[src/rtl/hci_outstanding_write_tracker_if.sv]
// rtl/hci_outstanding_write_tracker_if.sv - HCI outstanding request/response bundle
interface hci_outstanding_intf #(
    parameter int unsigned DW = 32,
    parameter int unsigned AW = 32,
    parameter int unsigned BW = 8,
    parameter int unsigned UW = 1,
    parameter int unsigned IW = 8
) ();
    logic             req_valid;
    logic             req_ready;
    logic [AW-1:0]    add;
    logic             wen;
    logic [DW/BW-1:0] be;
    logic [DW-1:0]    data;
    logic [UW-1:0]    user;
    logic [IW-1:0]    req_id;

    logic             resp_valid;
    logic             resp_ready;
    logic [DW-1:0]    resp_data;
    logic [UW-1:0]    resp_user;
    logic [IW-1:0]    resp_id;
    logic             resp_opc;

    modport initiator (
        output req_valid, add, wen, be, data, user, req_id,
        input  req_ready,
        input  resp_valid, resp_data, resp_user, resp_id, resp_opc,
        output resp_ready
    );

    modport target (
        input  req_valid, add, wen, be, data, user, req_id,
        output req_ready,
        output resp_valid, resp_data, resp_user, resp_id, resp_opc,
        input  resp_ready
    );
endinterface

[src/rtl/hci_outstanding_write_tracker.sv]
// rtl/hci_outstanding_write_tracker.sv - in-flight write cap, ID stamping, in-order response check, drain
module hci_outstanding_write_tracker #(
    parameter int unsigned MAX_OUTSTANDING = 8,
    parameter int unsigned IW              = 8,
    localparam int unsigned CNT_W          = $clog2(MAX_OUTSTANDING + 1)
) (
    input  logic                        clk_i,
    input  logic                        rst_ni,
    input  logic                        clear_i,
    input  logic                        enable_i,
    hci_outstanding_intf.target         tcdm_target,
    hci_outstanding_intf.initiator      tcdm_initiator,
    input  logic                        drain_req_i,
    output logic                        drain_done_o,
    output logic [CNT_W-1:0]            inflight_o,
    output logic                        idle_o,
    output logic                        err_id_o,
    output logic                        err_unexp_o
);
    typedef enum logic [1:0] {TRK_PASS, TRK_DRAIN, TRK_DONE} trk_state_e;

    localparam logic [CNT_W-1:0] MAX_CNT = CNT_W'(MAX_OUTSTANDING);

    trk_state_e       state_q, state_d;
    logic [CNT_W-1:0] inflight_q, inflight_d;
    logic [IW-1:0]    next_id_q, next_id_d;
    logic [IW-1:0]    exp_id_q, exp_id_d;
    logic             err_id_q, err_id_d;
    logic             err_unexp_q, err_unexp_d;
    logic             drain_done_q;
    logic             accept_ok, req_hs, rsp_hs;

    // Gating uses only registered state so req_valid never waits on req_ready.
    assign accept_ok = (state_q == TRK_PASS) && (inflight_q < MAX_CNT);

    assign tcdm_initiator.req_valid = tcdm_target.req_valid & accept_ok;
    assign tcdm_target.req_ready    = tcdm_initiator.req_ready & accept_ok;
    assign tcdm_initiator.add       = tcdm_target.add;
    assign tcdm_initiator.wen       = tcdm_target.wen;
    assign tcdm_initiator.be        = tcdm_target.be;
    assign tcdm_initiator.data      = tcdm_target.data;
    assign tcdm_initiator.user      = tcdm_target.user;
    assign tcdm_initiator.req_id    = next_id_q;

    assign tcdm_target.resp_valid    = tcdm_initiator.resp_valid;
    assign tcdm_target.resp_data     = tcdm_initiator.resp_data;
    assign tcdm_target.resp_user     = tcdm_initiator.resp_user;
    assign tcdm_target.resp_id       = tcdm_initiator.resp_id;
    assign tcdm_target.resp_opc      = tcdm_initiator.resp_opc;
    assign tcdm_initiator.resp_ready = tcdm_target.resp_ready;

    assign req_hs = tcdm_initiator.req_valid & tcdm_initiator.req_ready;
    assign rsp_hs = tcdm_initiator.resp_valid & tcdm_initiator.resp_ready;

    always_comb begin
        inflight_d  = inflight_q;
        next_id_d   = next_id_q;
        exp_id_d    = exp_id_q;
        err_id_d    = err_id_q;
        err_unexp_d = err_unexp_q;
        if (req_hs && !rsp_hs) begin
            inflight_d = inflight_q + CNT_W'(1);
        end else if (!req_hs && rsp_hs && (inflight_q != '0)) begin
            inflight_d = inflight_q - CNT_W'(1);
        end
        if (req_hs) next_id_d = next_id_q + IW'(1);
        if (rsp_hs) begin
            exp_id_d = exp_id_q + IW'(1);
            if (tcdm_initiator.resp_id != exp_id_q) err_id_d = 1'b1;
            if ((inflight_q == '0) && !req_hs)      err_unexp_d = 1'b1;
        end
    end

    always_comb begin
        state_d = state_q;
        case (state_q)
            TRK_PASS:  if (drain_req_i)        state_d = TRK_DRAIN;
            TRK_DRAIN: if (inflight_d == '0)   state_d = TRK_DONE;
            TRK_DONE:                          state_d = TRK_PASS;
            default:                           state_d = TRK_PASS;
        endcase
    end

    // drain_done is registered off TRK_DONE, so it follows inflight reaching 0 by one cycle.
    always_ff @(posedge clk_i) begin
        if (!rst_ni || clear_i) begin
            state_q      <= TRK_PASS;
            inflight_q   <= '0;
            next_id_q    <= '0;
            exp_id_q     <= '0;
            err_id_q     <= 1'b0;
            err_unexp_q  <= 1'b0;
            drain_done_q <= 1'b0;
        end else if (enable_i) begin
            state_q      <= state_d;
            inflight_q   <= inflight_d;
            next_id_q    <= next_id_d;
            exp_id_q     <= exp_id_d;
            err_id_q     <= err_id_d;
            err_unexp_q  <= err_unexp_d;
            drain_done_q <= (state_q == TRK_DONE);
        end
    end

    assign drain_done_o = drain_done_q;
    assign inflight_o   = inflight_q;
    assign idle_o       = (inflight_q == '0);
    assign err_id_o     = err_id_q;
    assign err_unexp_o  = err_unexp_q;
endmodule
[src/flat_wrapper.sv]
// flat-port wrapper written by rule: the top's interface ports become plain ports
module hci_outstanding_write_tracker_flat 
#(
    parameter int unsigned MAX_OUTSTANDING = 8,
    parameter int unsigned IW              = 8,
    localparam int unsigned CNT_W          = $clog2(MAX_OUTSTANDING + 1)
)
  (clk_i, rst_ni, clear_i, enable_i, drain_req_i, drain_done_o, inflight_o, idle_o, err_id_o, err_unexp_o, tcdm_target_req_valid, tcdm_target_add, tcdm_target_wen, tcdm_target_be, tcdm_target_data, tcdm_target_user, tcdm_target_req_id, tcdm_target_req_ready, tcdm_target_resp_valid, tcdm_target_resp_data, tcdm_target_resp_user, tcdm_target_resp_id, tcdm_target_resp_opc, tcdm_target_resp_ready, tcdm_initiator_req_valid, tcdm_initiator_add, tcdm_initiator_wen, tcdm_initiator_be, tcdm_initiator_data, tcdm_initiator_user, tcdm_initiator_req_id, tcdm_initiator_req_ready, tcdm_initiator_resp_valid, tcdm_initiator_resp_data, tcdm_initiator_resp_user, tcdm_initiator_resp_id, tcdm_initiator_resp_opc, tcdm_initiator_resp_ready);
  hci_outstanding_intf #(.IW(IW)) tcdm_target_i ();
  hci_outstanding_intf #(.IW(IW)) tcdm_initiator_i ();
  input  logic clk_i;
  input  logic rst_ni;
  input  logic clear_i;
  input  logic enable_i;
  input  logic drain_req_i;
  output logic drain_done_o;
  output logic [CNT_W-1:0] inflight_o;
  output logic idle_o;
  output logic err_id_o;
  output logic err_unexp_o;
  input wire logic [$bits(tcdm_target_i.req_valid)-1:0] tcdm_target_req_valid;
  input wire logic [$bits(tcdm_target_i.add)-1:0] tcdm_target_add;
  input wire logic [$bits(tcdm_target_i.wen)-1:0] tcdm_target_wen;
  input wire logic [$bits(tcdm_target_i.be)-1:0] tcdm_target_be;
  input wire logic [$bits(tcdm_target_i.data)-1:0] tcdm_target_data;
  input wire logic [$bits(tcdm_target_i.user)-1:0] tcdm_target_user;
  input wire logic [$bits(tcdm_target_i.req_id)-1:0] tcdm_target_req_id;
  output wire logic [$bits(tcdm_target_i.req_ready)-1:0] tcdm_target_req_ready;
  output wire logic [$bits(tcdm_target_i.resp_valid)-1:0] tcdm_target_resp_valid;
  output wire logic [$bits(tcdm_target_i.resp_data)-1:0] tcdm_target_resp_data;
  output wire logic [$bits(tcdm_target_i.resp_user)-1:0] tcdm_target_resp_user;
  output wire logic [$bits(tcdm_target_i.resp_id)-1:0] tcdm_target_resp_id;
  output wire logic [$bits(tcdm_target_i.resp_opc)-1:0] tcdm_target_resp_opc;
  input wire logic [$bits(tcdm_target_i.resp_ready)-1:0] tcdm_target_resp_ready;
  output wire logic [$bits(tcdm_initiator_i.req_valid)-1:0] tcdm_initiator_req_valid;
  output wire logic [$bits(tcdm_initiator_i.add)-1:0] tcdm_initiator_add;
  output wire logic [$bits(tcdm_initiator_i.wen)-1:0] tcdm_initiator_wen;
  output wire logic [$bits(tcdm_initiator_i.be)-1:0] tcdm_initiator_be;
  output wire logic [$bits(tcdm_initiator_i.data)-1:0] tcdm_initiator_data;
  output wire logic [$bits(tcdm_initiator_i.user)-1:0] tcdm_initiator_user;
  output wire logic [$bits(tcdm_initiator_i.req_id)-1:0] tcdm_initiator_req_id;
  input wire logic [$bits(tcdm_initiator_i.req_ready)-1:0] tcdm_initiator_req_ready;
  input wire logic [$bits(tcdm_initiator_i.resp_valid)-1:0] tcdm_initiator_resp_valid;
  input wire logic [$bits(tcdm_initiator_i.resp_data)-1:0] tcdm_initiator_resp_data;
  input wire logic [$bits(tcdm_initiator_i.resp_user)-1:0] tcdm_initiator_resp_user;
  input wire logic [$bits(tcdm_initiator_i.resp_id)-1:0] tcdm_initiator_resp_id;
  input wire logic [$bits(tcdm_initiator_i.resp_opc)-1:0] tcdm_initiator_resp_opc;
  output wire logic [$bits(tcdm_initiator_i.resp_ready)-1:0] tcdm_initiator_resp_ready;
  assign tcdm_target_i.req_valid = tcdm_target_req_valid;
  assign tcdm_target_i.add = tcdm_target_add;
  assign tcdm_target_i.wen = tcdm_target_wen;
  assign tcdm_target_i.be = tcdm_target_be;
  assign tcdm_target_i.data = tcdm_target_data;
  assign tcdm_target_i.user = tcdm_target_user;
  assign tcdm_target_i.req_id = tcdm_target_req_id;
  assign tcdm_target_req_ready = tcdm_target_i.req_ready;
  assign tcdm_target_resp_valid = tcdm_target_i.resp_valid;
  assign tcdm_target_resp_data = tcdm_target_i.resp_data;
  assign tcdm_target_resp_user = tcdm_target_i.resp_user;
  assign tcdm_target_resp_id = tcdm_target_i.resp_id;
  assign tcdm_target_resp_opc = tcdm_target_i.resp_opc;
  assign tcdm_target_i.resp_ready = tcdm_target_resp_ready;
  assign tcdm_initiator_req_valid = tcdm_initiator_i.req_valid;
  assign tcdm_initiator_add = tcdm_initiator_i.add;
  assign tcdm_initiator_wen = tcdm_initiator_i.wen;
  assign tcdm_initiator_be = tcdm_initiator_i.be;
  assign tcdm_initiator_data = tcdm_initiator_i.data;
  assign tcdm_initiator_user = tcdm_initiator_i.user;
  assign tcdm_initiator_req_id = tcdm_initiator_i.req_id;
  assign tcdm_initiator_i.req_ready = tcdm_initiator_req_ready;
  assign tcdm_initiator_i.resp_valid = tcdm_initiator_resp_valid;
  assign tcdm_initiator_i.resp_data = tcdm_initiator_resp_data;
  assign tcdm_initiator_i.resp_user = tcdm_initiator_resp_user;
  assign tcdm_initiator_i.resp_id = tcdm_initiator_resp_id;
  assign tcdm_initiator_i.resp_opc = tcdm_initiator_resp_opc;
  assign tcdm_initiator_resp_ready = tcdm_initiator_i.resp_ready;
  hci_outstanding_write_tracker #(.MAX_OUTSTANDING(MAX_OUTSTANDING), .IW(IW)) u_core (.clk_i(clk_i), .rst_ni(rst_ni), .clear_i(clear_i), .enable_i(enable_i), .tcdm_target(tcdm_target_i), .tcdm_initiator(tcdm_initiator_i), .drain_req_i(drain_req_i), .drain_done_o(drain_done_o), .inflight_o(inflight_o), .idle_o(idle_o), .err_id_o(err_id_o), .err_unexp_o(err_unexp_o));
endmodule
[config.mk]
export PLATFORM = sky130hd
export DESIGN_NAME = hci_outstanding_write_tracker_flat
export DESIGN_NICKNAME = d
export VERILOG_FILES = /design/src/rtl/hci_outstanding_write_tracker_if.sv /design/src/rtl/hci_outstanding_write_tracker.sv /design/src/flat_wrapper.sv
export SDC_FILE = /design/constraint.sdc
export NUM_CORES = 1
export LEC_CHECK = 0
export CORE_AREA = 2 2 102 104
export CTS_CLUSTER_DIAMETER = 60
export CTS_CLUSTER_SIZE = 28
export DETAILED_ROUTE_END_ITERATION = 16
export DIE_AREA = 0 0 104 106
export GPL_TIMING_DRIVEN = 1
export PLACE_DENSITY = 0.74
export SLEW_MARGIN = 10
export SYNTH_ARGS = -nofsm -noshare
export SYNTH_HDL_FRONTEND = slang
export SYNTH_SLANG_ARGS = --single-unit
export TNS_END_PERCENT = 5
[constraint.sdc]
create_clock -name clk_i -period 3.1 [get_ports clk_i]
set_clock_uncertainty 0.2 [all_clocks]
set_input_delay 0.31 -clock clk_i [delete_from_list [all_inputs] [get_ports clk_i]]
set_output_delay 0.31 -clock clk_i [all_outputs]
set_load 0.005 [all_outputs]
Word level (Yosys, flattened, before mapping):

Cells that the tools add are included.

* bitwise operators: 4
* $add $sub $neg: 4
* equal/unequal tests: 5
* $lt $le $gt $ge: 1
* multiplexer cells: 5
* reduce and logical (&&, ||, !) cells: 18

Operator list (number)
* adder 8 x 1 -> 8 bit (second input constant): 2
* AND reduction 3 bit: 3
* zero test 4 bit: 2
* 2-to-1 mux 4 bit: 2
* != test 8 bit: 1
* logical AND 1 bit: 5
* adder 4 x 1 -> 4 bit (second input constant): 1
* AND 1 bit: 4
* < comparator 4 bit (second input constant): 1
* 2-to-1 mux 2 bit: 2
* one-hot mux 2 bit (2 select lines): 1
* AND reduction 2 bit: 2
* nonzero test 4 bit: 1
* subtractor 4 x 1 -> 4 bit (second input constant): 1
* zero test 1 bit: 3
* == test 2 x 1 -> 1 bit (second input constant): 1
* == test 2 bit (second input constant): 1
* zero test 2 bit: 1
* != test 2 x 1 -> 1 bit (second input constant): 1
* != test 2 bit (second input constant): 1
* logical OR 1 bit: 1

* word-level logic and storage cells: 44
* register bits: 25
* input bits: 129

Longest topological paths before layout:

Gate-level depths: netlist (run 1).

* word-level depth: 12
* gate-level depth with buffers: 8
* mapped depth without buffers: 8

Worst setup path after synthesis (run 1):

Ideal clock, no wire load.

* kind: register to register
* start point: register u_core.inflight_q[0] (netlist: u_core.inflight_o[0])
* end point: register u_core.state_q[1]
* clock period less this slack: 2205 ps
* stages on the path, launching flop included: 8
* data arrival time: 1891 ps
* setup time: 115 ps
* slack: 895 ps
* cell sequence: dfxtp_1 -> inv_1 -> ha_1 -> or4_1 -> o211a_1 -> and3_1 -> and4_4 -> o21a_1

* longest elaborated chain between the ends: 12
* elaborated cells on any way between the ends: 16

RTL lines
* from (decl): line hci_outstanding_write_tracker.sv:25 `logic [CNT_W-1:0] inflight_q, inflight_d;`
* from (signal assigned): line hci_outstanding_write_tracker.sv:96 `inflight_q <= inflight_d;`
* < comparator 4 bit: line hci_outstanding_write_tracker.sv:34 `assign accept_ok = (state_q == TRK_PASS) && (inflight_q < MAX_CNT);`
* logical AND 1 bit: line hci_outstanding_write_tracker.sv:34
* AND 1 bit: line hci_outstanding_write_tracker.sv:36 `assign tcdm_initiator.req_valid = tcdm_target.req_valid & accept_ok;`
* AND 1 bit: line hci_outstanding_write_tracker.sv:52 `assign req_hs = tcdm_initiator.req_valid & tcdm_initiator.req_ready;`
* zero test 1 bit: line hci_outstanding_write_tracker.sv:63 `end else if (!req_hs && rsp_hs && (inflight_q != '0)) begin`
* logical AND 1 bit (2 in a row): line hci_outstanding_write_tracker.sv:63
* 2-to-1 mux 4 bit: line hci_outstanding_write_tracker.sv:63
* 2-to-1 mux 4 bit (*): line hci_outstanding_write_tracker.sv:61 `if (req_hs && !rsp_hs) begin`
* zero test 4 bit (*): line hci_outstanding_write_tracker.sv:78 `TRK_DRAIN: if (inflight_d == '0) state_d = TRK_DONE;`
* != test 2 x 1 -> 1 bit (no source line) (*)
* AND reduction 3 bit (no source line) (*)
* to (signal assigned): line hci_outstanding_write_tracker.sv:95 `state_q <= state_d;`
* to (decl): line hci_outstanding_write_tracker.sv:24 `trk_state_e state_q, state_d;`

Mark *: on every way between the ends. The rest lies on a longest branch, timed or not.
A chain may end at the register's enable or synchronous reset.

Worst setup path in the final report (run 1):

* start point: register u_core.inflight_q[0] (netlist: u_core.inflight_o[0])
* end point: output port idle_o

* longest elaborated chain between the ends: 1

RTL lines
* zero test 4 bit: line hci_outstanding_write_tracker.sv:107 `assign idle_o = (inflight_q == '0);`
* to (decl): line flat_wrapper.sv:18 `output logic idle_o;`

Every way passes these cells.

==> results of run 1 <==
==> path summary, 6_finish.rpt <==
check	start	to	slack (ns)	depth (start not counted)
min	u_core.drain_done_o$_SDFFE_PP0P_	u_core.drain_done_o$_SDFFE_PP0P_	0.27	2
max reg2reg	u_core.inflight_o[0]$_SDFFE_PP0P_	u_core.state_q[1]$_SDFFE_PP0P_	0.68	7
max	u_core.inflight_o[0]$_SDFFE_PP0P_	idle_o	0.50	4
min reg2reg	u_core.drain_done_o$_SDFFE_PP0P_	u_core.drain_done_o$_SDFFE_PP0P_	0.27	2
==> per-stage QoR <==
stage | area (sq um) | cells
5_1_grt | 2010 | 337
2_1_floorplan | 2210 | 269
4_1_cts | 2010 | 337
3_3_place_gp | 1970 | 333
3_5_place_dp | 1970 | 333
6_report | 2010 | 337
==> logic make-up (layout without fill, tap and decap cells) <==
logic type                 count (synthesis)  after routing  synth area share, %
AOI/OAI and AO/OA                         32             32                 8.73
buffers and inverters                    124             56                 40.8
and+or+nand+nor                           62             62                 16.7
DFF                                       25             25                 22.7
xor gates and xnor gates                  20             20                 7.93
adders and majority gates                  4              4                 2.27
muxes                                      2              2                0.907
==> final cells by class <==
type                    count  area, sq um  area share, %
clock buffers               4         45.0           2.24
flip-flops and latches     25          500           24.9
well taps                 136          170           8.46
repair buffers             49          478           23.8
multi-input cells         120          807           40.1
inverters                   3         11.3          0.560
==> cells in the final DEF (no fill, tap or decap), types with 2 or more instances in the layout <==
master            n
o21ai_0           9
mux2i_1           2
or3_1             5
xnor2_1           4
xor2_1           16
clkdlybuf4s50_1  44
nand2_1           9
a211oi_1          3
clkbuf_8          3
nor4_1            2
nand2b_1          4
and3_1            5
a31oi_1           5
nand4_1           6
buf_4             5
dfxtp_1          25
nor2_1           17
ha_1              4
a21oi_1          10
inv_1             3
==> registers in the layout (all words and copies together) (netlist names) <==
signal                        count
u_core.inflight_o                 4
u_core.exp_id_q                   8
u_core.err_id_o                   1
u_core.state_q                    2
u_core.drain_done_o               1
u_core.err_unexp_o                1
u_core.tcdm_initiator.req_id      8
==> per-layer routing <==
metal / up-vias / GRT usage (%) / part of all wire (%)
li1: 647 / - / -
met1: 653 / 8.36 / 38
met2: 78 / 12.1 / 46
met3: 36 / 4.48 / 10
met4: 0 / 5.79 / 5.2
met5: - / 0 / 0
==> worst max-delay path: stages, from the launching register on <==
cell	delay [ns]
dfxtp_1	0.39
inv_1	0.12
ha_1	0.22
nor3b_1	0.47
clkdlybuf4s50_1	0.62
==> power groups by stage <==
stage,clock (mW),sequential (mW),combinational [mW]
6_report,0.195,0.330,0.109
5_1_grt,0.220,0.331,0.120
4_1_cts,0.207,0.331,0.112
3_5_place_dp,0,0.338,0.111
3_3_place_gp,0,0.338,0.109
2_1_floorplan,0,0.337,0.165
==> results by group, run 1 <==
Status
  • Status: finished, final reports clean

CTS
  • Bufs on Longest Clock Path: 2
  • Clk slew on worst S/H paths: 0.09 ns
  • CTS tree: built
  • Root buf cell: clkbuf_8
  • Clk sinks: 25
  • Post-cts resize count: 0
  • Post-CTS Setup Inserts: 0
  • Later-pin clock latency in the skew report: 0.26 ns
  • TritonCTS buffer count: 3
  • CTS Hold Buffers Added: 0
  • CTS H-Tree Depth: 1

Drt
  • Residual DRC count: 0
  • Via/cell ratio: 4.20
  • Drt wl/cell: 13.2 microns
  • Initial DRC Count: 20
  • Routed vias: 1414
  • Pre-antenna DRT Iters: 4
  • Total wire length: 4.44 mm
  • Post-DRT Antenna Nets: 0

Die
  • Floorplan row count: 37
  • Core ar.: 10000 sq um
  • Die Footprint: 11000 sq um
  • IO Pins: 261
  • Die Height: 106 microns
  • Initial Utilization: 22.1%
  • Die W: 104 microns

Pwr
  • Clk pwr share: 30.7%
  • Max VDD drop: 0.0925 mV
  • Final Total Pwr: 0.635 mW
  • Switching fraction of total power: 24.6%
  • Register share of total power: 52.1%
  • Net switching power: 0.156 mW
  • Comb pwr share: 17.2%
  • Leakage: 0.714 nW
  • Cell Int Power: 0.479 mW
  • Pwr Density: 316 nW/um^2

Yosys
  • Synth async-reset ratio: 0%
  • Post-Syn Area: 2210 sq um
  • Sequential share of the synthesized area: 22.7%
  • FF+latch count, synth: 25
  • EDFF count, synth: 0
  • Synth top area share: 38.8%
  • Most used DFF post-synth: dfxtp_1
  • Post-synth cell types: 39
  • Largest area contributor in the netlist: buf_4
  • Synth area leaders: buf_4 (39%), dfxtp_1 (23%), xor2_1 (6.3%)
  • Cells after Synth: 269
  • Most common cell in the netlist: buf_4
  • Yosys warns: 0
  • Commonest cells post-synth: buf_4 (114), dfxtp_1 (25), nor2_1 (17), xor2_1 (16), a21oi_1 (10)
  • Synth Area per Inst: 8.21 sq um
  • Syn nets: 402

STA
  • Hold Worst Slack: 0.272 ns
  • Tmin final: 2.60 ns
  • Setup_tns: 0 ns
  • Max Freq: 0.385 GHz
  • Setup Viol. Count Final: 0
  • Slew HR: 64.3%
  • Worst slew pin tran: 0.533 ns
  • Final Hold Fails: 0
  • Slew Limit Fails: 0
  • Worst setup margin: 0.502 ns
  • Unrepaired setup endpoints after global routing: false
  • Period utilization: 83.8%

Global route
  • First-pass GRT wire length: 7.15 mm
  • Pin count of the biggest net entering global routing: 16
  • Total global-route track usage: 8.00%
  • Grt ovf: 0
  • Antenna violations before repair: 0
  • Vias in the first global route: 1436

Worst setup path
  • Critical Path AT: 2.09 ns
  • Critical Path End Type: output pin
  • CP max FO: 6
  • WP data required: 2.59 ns
  • Critical path class: reg2out
  • Critical Path Source Type: flop

Final layout
  • Nets@finish: 335
  • Layout area overhead: -8.90%
  • Antenna diodes: 0
  • Filler cells: 1129
  • Layout cells sized above 1: 6.47%
  • Finished Core Util: 20.1%

Placed design
  • Post-DP HPWL: 3.49 mm
  • GPL Wtd Cong: 0.770
  • Pre-CTS setup slack: 0.503 ns
  • IO Port Bufs: 44

Hold path
  • Hold WC Path Type: reg2reg

Flow run
  • Max_cap viols: 0
Power figures use the tool's default switching activity.
==> inputs of run 2 (changes only) <==
- CORE_AREA: 2 2 102 104 -> 2 2 100 102
- DIE_AREA: 0 0 104 106 -> 0 0 102 104
- PLACE_DENSITY: 0.74 -> 0.79
- clock period: 3.1 -> 2.1 ns (I/O delays scaled with it)
==> results by group, run 2 (same netlist as run 1, synthesis figures left out) <==
Status
  • Status: complete, but fails checks
  • Failing checks: setup timing

Global route
  • GRT Max-Usage Layer: met2
  • Grt ovf: 0 (unchanged)
  • Vias in the first global route: 1498 (+4.3%)
  • Antenna violations before repair: 1 (+1)
  • M1 GR Usage: 9.48% (+1.1 points)
  • Met3 Use GR: 4.37% (-0.11 points)
  • Pin count of the biggest net entering global routing: 16 (unchanged)
  • Total global-route track usage: 8.66% (+0.66 points)
  • Met2 Usage GRT: 12.8% (+0.70 points)
  • First-pass GRT wire length: 7.35 mm (+2.8%)

STA
  • Tmin final: 2.17 ns
  • Slew HR: 81.3% (+17 points)
  • Setup Viol. Count Final: 2 (+2)
  • Max Freq: 0.461 GHz
  • Final Hold Fails: 0 (unchanged)
  • Period utilization: 103%
  • Slew Limit Fails: 0 (unchanged)
  • Unrepaired setup endpoints after global routing: true
  • Worst setup margin: -0.0673 ns (-0.569 ns)
  • Worst slew pin tran: 0.278 ns (-0.255 ns)

CTS
  • Bufs on Longest Clock Path: 2 (unchanged)
  • Later-pin clock latency in the skew report: 0.27 ns (about the same)
  • Root buf cell: clkbuf_8
  • Clk slew on worst S/H paths: 0.10 ns (about the same)
  • CTS H-Tree Depth: 1 (unchanged)
  • Clk sinks: 25 (unchanged)
  • TritonCTS buffer count: 3 (unchanged)
  • CTS tree: built
  • CTS Hold Buffers Added: 0 (unchanged)

Drt
  • Via/cell ratio: 4.19 (-0.18%)
  • Drt wl/cell: 13.2 microns (about the same)
  • Initial DRC Count: 70 (+250%)
  • Post-DRT Antenna Nets: 0 (unchanged)
  • Routed vias: 1491 (+5.4%)
  • Residual DRC count: 0 (unchanged)
  • Total wire length: 4.69 mm (+5.6%)
  • Pre-antenna DRT Iters: 4 (unchanged)

Placed design
  • Post-DP HPWL: 3.69 mm (+5.8%)
  • IO Port Bufs: 44 (unchanged)
  • Pre-CTS setup slack: -0.233 ns (-0.735 ns)
  • Placed cells: 350 (+5.1%)
  • DP Area: 2120 sq um (+7.7%)
  • GPL Wtd Cong: 0.770 (about the same)

Die
  • Initial Utilization: 23.1% (+1.0 points)
  • Core ar.: 9550 sq um (-4.5%)
  • Floorplan row count: 36 (-2.7%)
  • IO Pins: 261 (unchanged)
  • Die W: 102 microns (-1.9%)
  • Die Footprint: 10600 sq um (-3.8%)
  • Die Height: 104 microns (-1.9%)

Worst setup path
  • CP max FO: 4 (-2)
  • Crit path max-delay cell type: or4_1
  • WP data required: 2.06 ns (-0.53 ns)
  • Family with the most delay on the worst path: simple AND/OR/NAND/NOR gates
  • Critical Path End Type: flop
  • Worst path depth: 6 (+2)
  • Critical path class: reg2reg
  • Worst r2r src: u_core.inflight_o[1]$_SDFFE_PP0P_
  • Critical Path, Cell by Cell: or3_4 -> or4_1 -> o211a_1 -> and3_1 -> and4_4 -> o21a_1
  • R2R depth: 6 (-1)
  • Critical Path Source Type: flop
  • Reg2reg setup slack: -0.07 ns (-0.75 ns)
  • Largest incremental delay on the critical path: 0.41 ns (-0.21 ns)
  • Buffers & Inverters on Critical Path: 0 (-2)
  • Critical Path AT: 2.13 ns (+0.04 ns)
  • Reg2reg end: u_core.state_q[1]$_SDFFE_PP0P_

Hold path
  • Worst hold start: tcdm_target_add[10]
  • Hold endpoint: tcdm_initiator_add[10]
  • WHS Path Cells: 0 (-2)
  • Hold WC Path Type: in2out

Flow run
  • Max_cap viols: 0 (unchanged)

Final layout
  • Layout cells sized above 1: 21.1% (+15 points)
  • Filler cells: 1059 (-6.2%)
  • Antenna diodes: 0 (unchanged)
  • Most common cell after layout, fill and taps aside: clkdlybuf4s50_1
  • Layout area overhead: 0.963%
  • Design area: 2230 sq um (+11%)
  • Nets@finish: 357 (+6.6%)
  • Most frequent cells in the layout: clkdlybuf4s50_1 (42), buf_4 (26), dfxtp_1 (21), nor2_1 (17), xor2_1 (16)
  • Non-Filler Instances: 356 (+5.6%)

Pwr
  • Pwr Density: 441 nW/um^2 (+40%)
  • Leakage: 0.852 nW (+19%)
  • Final Total Pwr: 0.983 mW (+55%)
  • Max VDD drop: 0.148 mV (+59%)
run 2: cell types whose count changed in the layout (fill, tap and decap cells not counted), sizes merged:
cell           previous run  this run
clkbuf                    4         3
dlygate4sd2               0         1
clkinv                    0         1
buf                       5        27
clkdlybuf4s50            44        42
dlymetal6s2s              0         1
run 2: layout make-up:
| cell class | count | area [sq um] | share of cell area [%] |
|---|---|---|---|
| flip-flops and latches | 25 | 508 | 22.8 |
| clock buffers | 3 | 41.3 | 1.85 |
| clock inverters | 1 | 5.00 | 0.224 |
| repair buffers | 71 | 648 | 29.1 |
| inverters | 3 | 11.3 | 0.505 |
| well taps | 133 | 166 | 7.46 |
| multi-input cells | 120 | 850 | 38.1 |
run 2: repair_timing:
action	in CTS	in global routing
pin swaps	1	3
hold endpoints to repair	0	0
cloned	0	0
buffers inserted	1	1
resized for setup	7	7
setup endpoints to repair	5	6
run 2: worst max path at each step:
stage | start | endpoint | slack (ns)
3_5_place_dp | tcdm_target_req_valid | u_core.state_q[0]$_SDFFE_PP0P_ | -0.23
3_3_place_gp | tcdm_initiator_resp_valid | u_core.state_q[1]$_SDFFE_PP0P_ | -0.20
4_1_cts | u_core.inflight_o[1]$_SDFFE_PP0P_ | u_core.state_q[1]$_SDFFE_PP0P_ | -0.09
5_1_grt | u_core.inflight_o[1]$_SDFFE_PP0P_ | u_core.state_q[1]$_SDFFE_PP0P_ | -0.12
6_report | u_core.inflight_o[1]$_SDFFE_PP0P_ | u_core.state_q[1]$_SDFFE_PP0P_ | -0.07
2_1_floorplan | u_core.inflight_o[0]$_SDFFE_PP0P_ | u_core.state_q[1]$_SDFFE_PP0P_ | 0.001
run 2: stage by stage:
stage               utilization [%]  hold WS, ns  setup TNS, ns
finish                         23.3        0.220        -0.0891
global route                   23.3        0.220         -0.353
CTS                            23.1        0.220         -0.208
detailed placement             22.2        0.220         -0.875
global placement               22.2        0.220         -0.572
floorplan                         -        0.187              0
run 2: power by group:
| group | internal, mW | leakage, nW | switching, mW |
|---|---|---|---|
| registers | 0.479 | 0.204 | 0.00573 |
| logic | 0.122 | 0.622 | 0.0837 |
| clock network | 0.133 | 0.0255 | 0.160 |
run 2: routing by layer:
metal	part of all wire, %	vias to the layer above
met5	0.43	-
met4	5.5	2
met3	11	36
met2	44	64
met1	38	696
li1	-	693
run 2: worst reg2reg max path: stages, from the launching register on:
cell and delay (ns):
dfxtp_2 0.35, or3_4 0.36, or4_1 0.41, o211a_1 0.24
and3_1 0.18, and4_4 0.17, o21a_1 0.16
==> inputs of run 3 (changes only) <==
- ABC_CLOCK_PERIOD_IN_PS: default -> 2100
==> results of run 3 <==
Same layout as run 2: the final DEF is identical, and so are final timing and power.
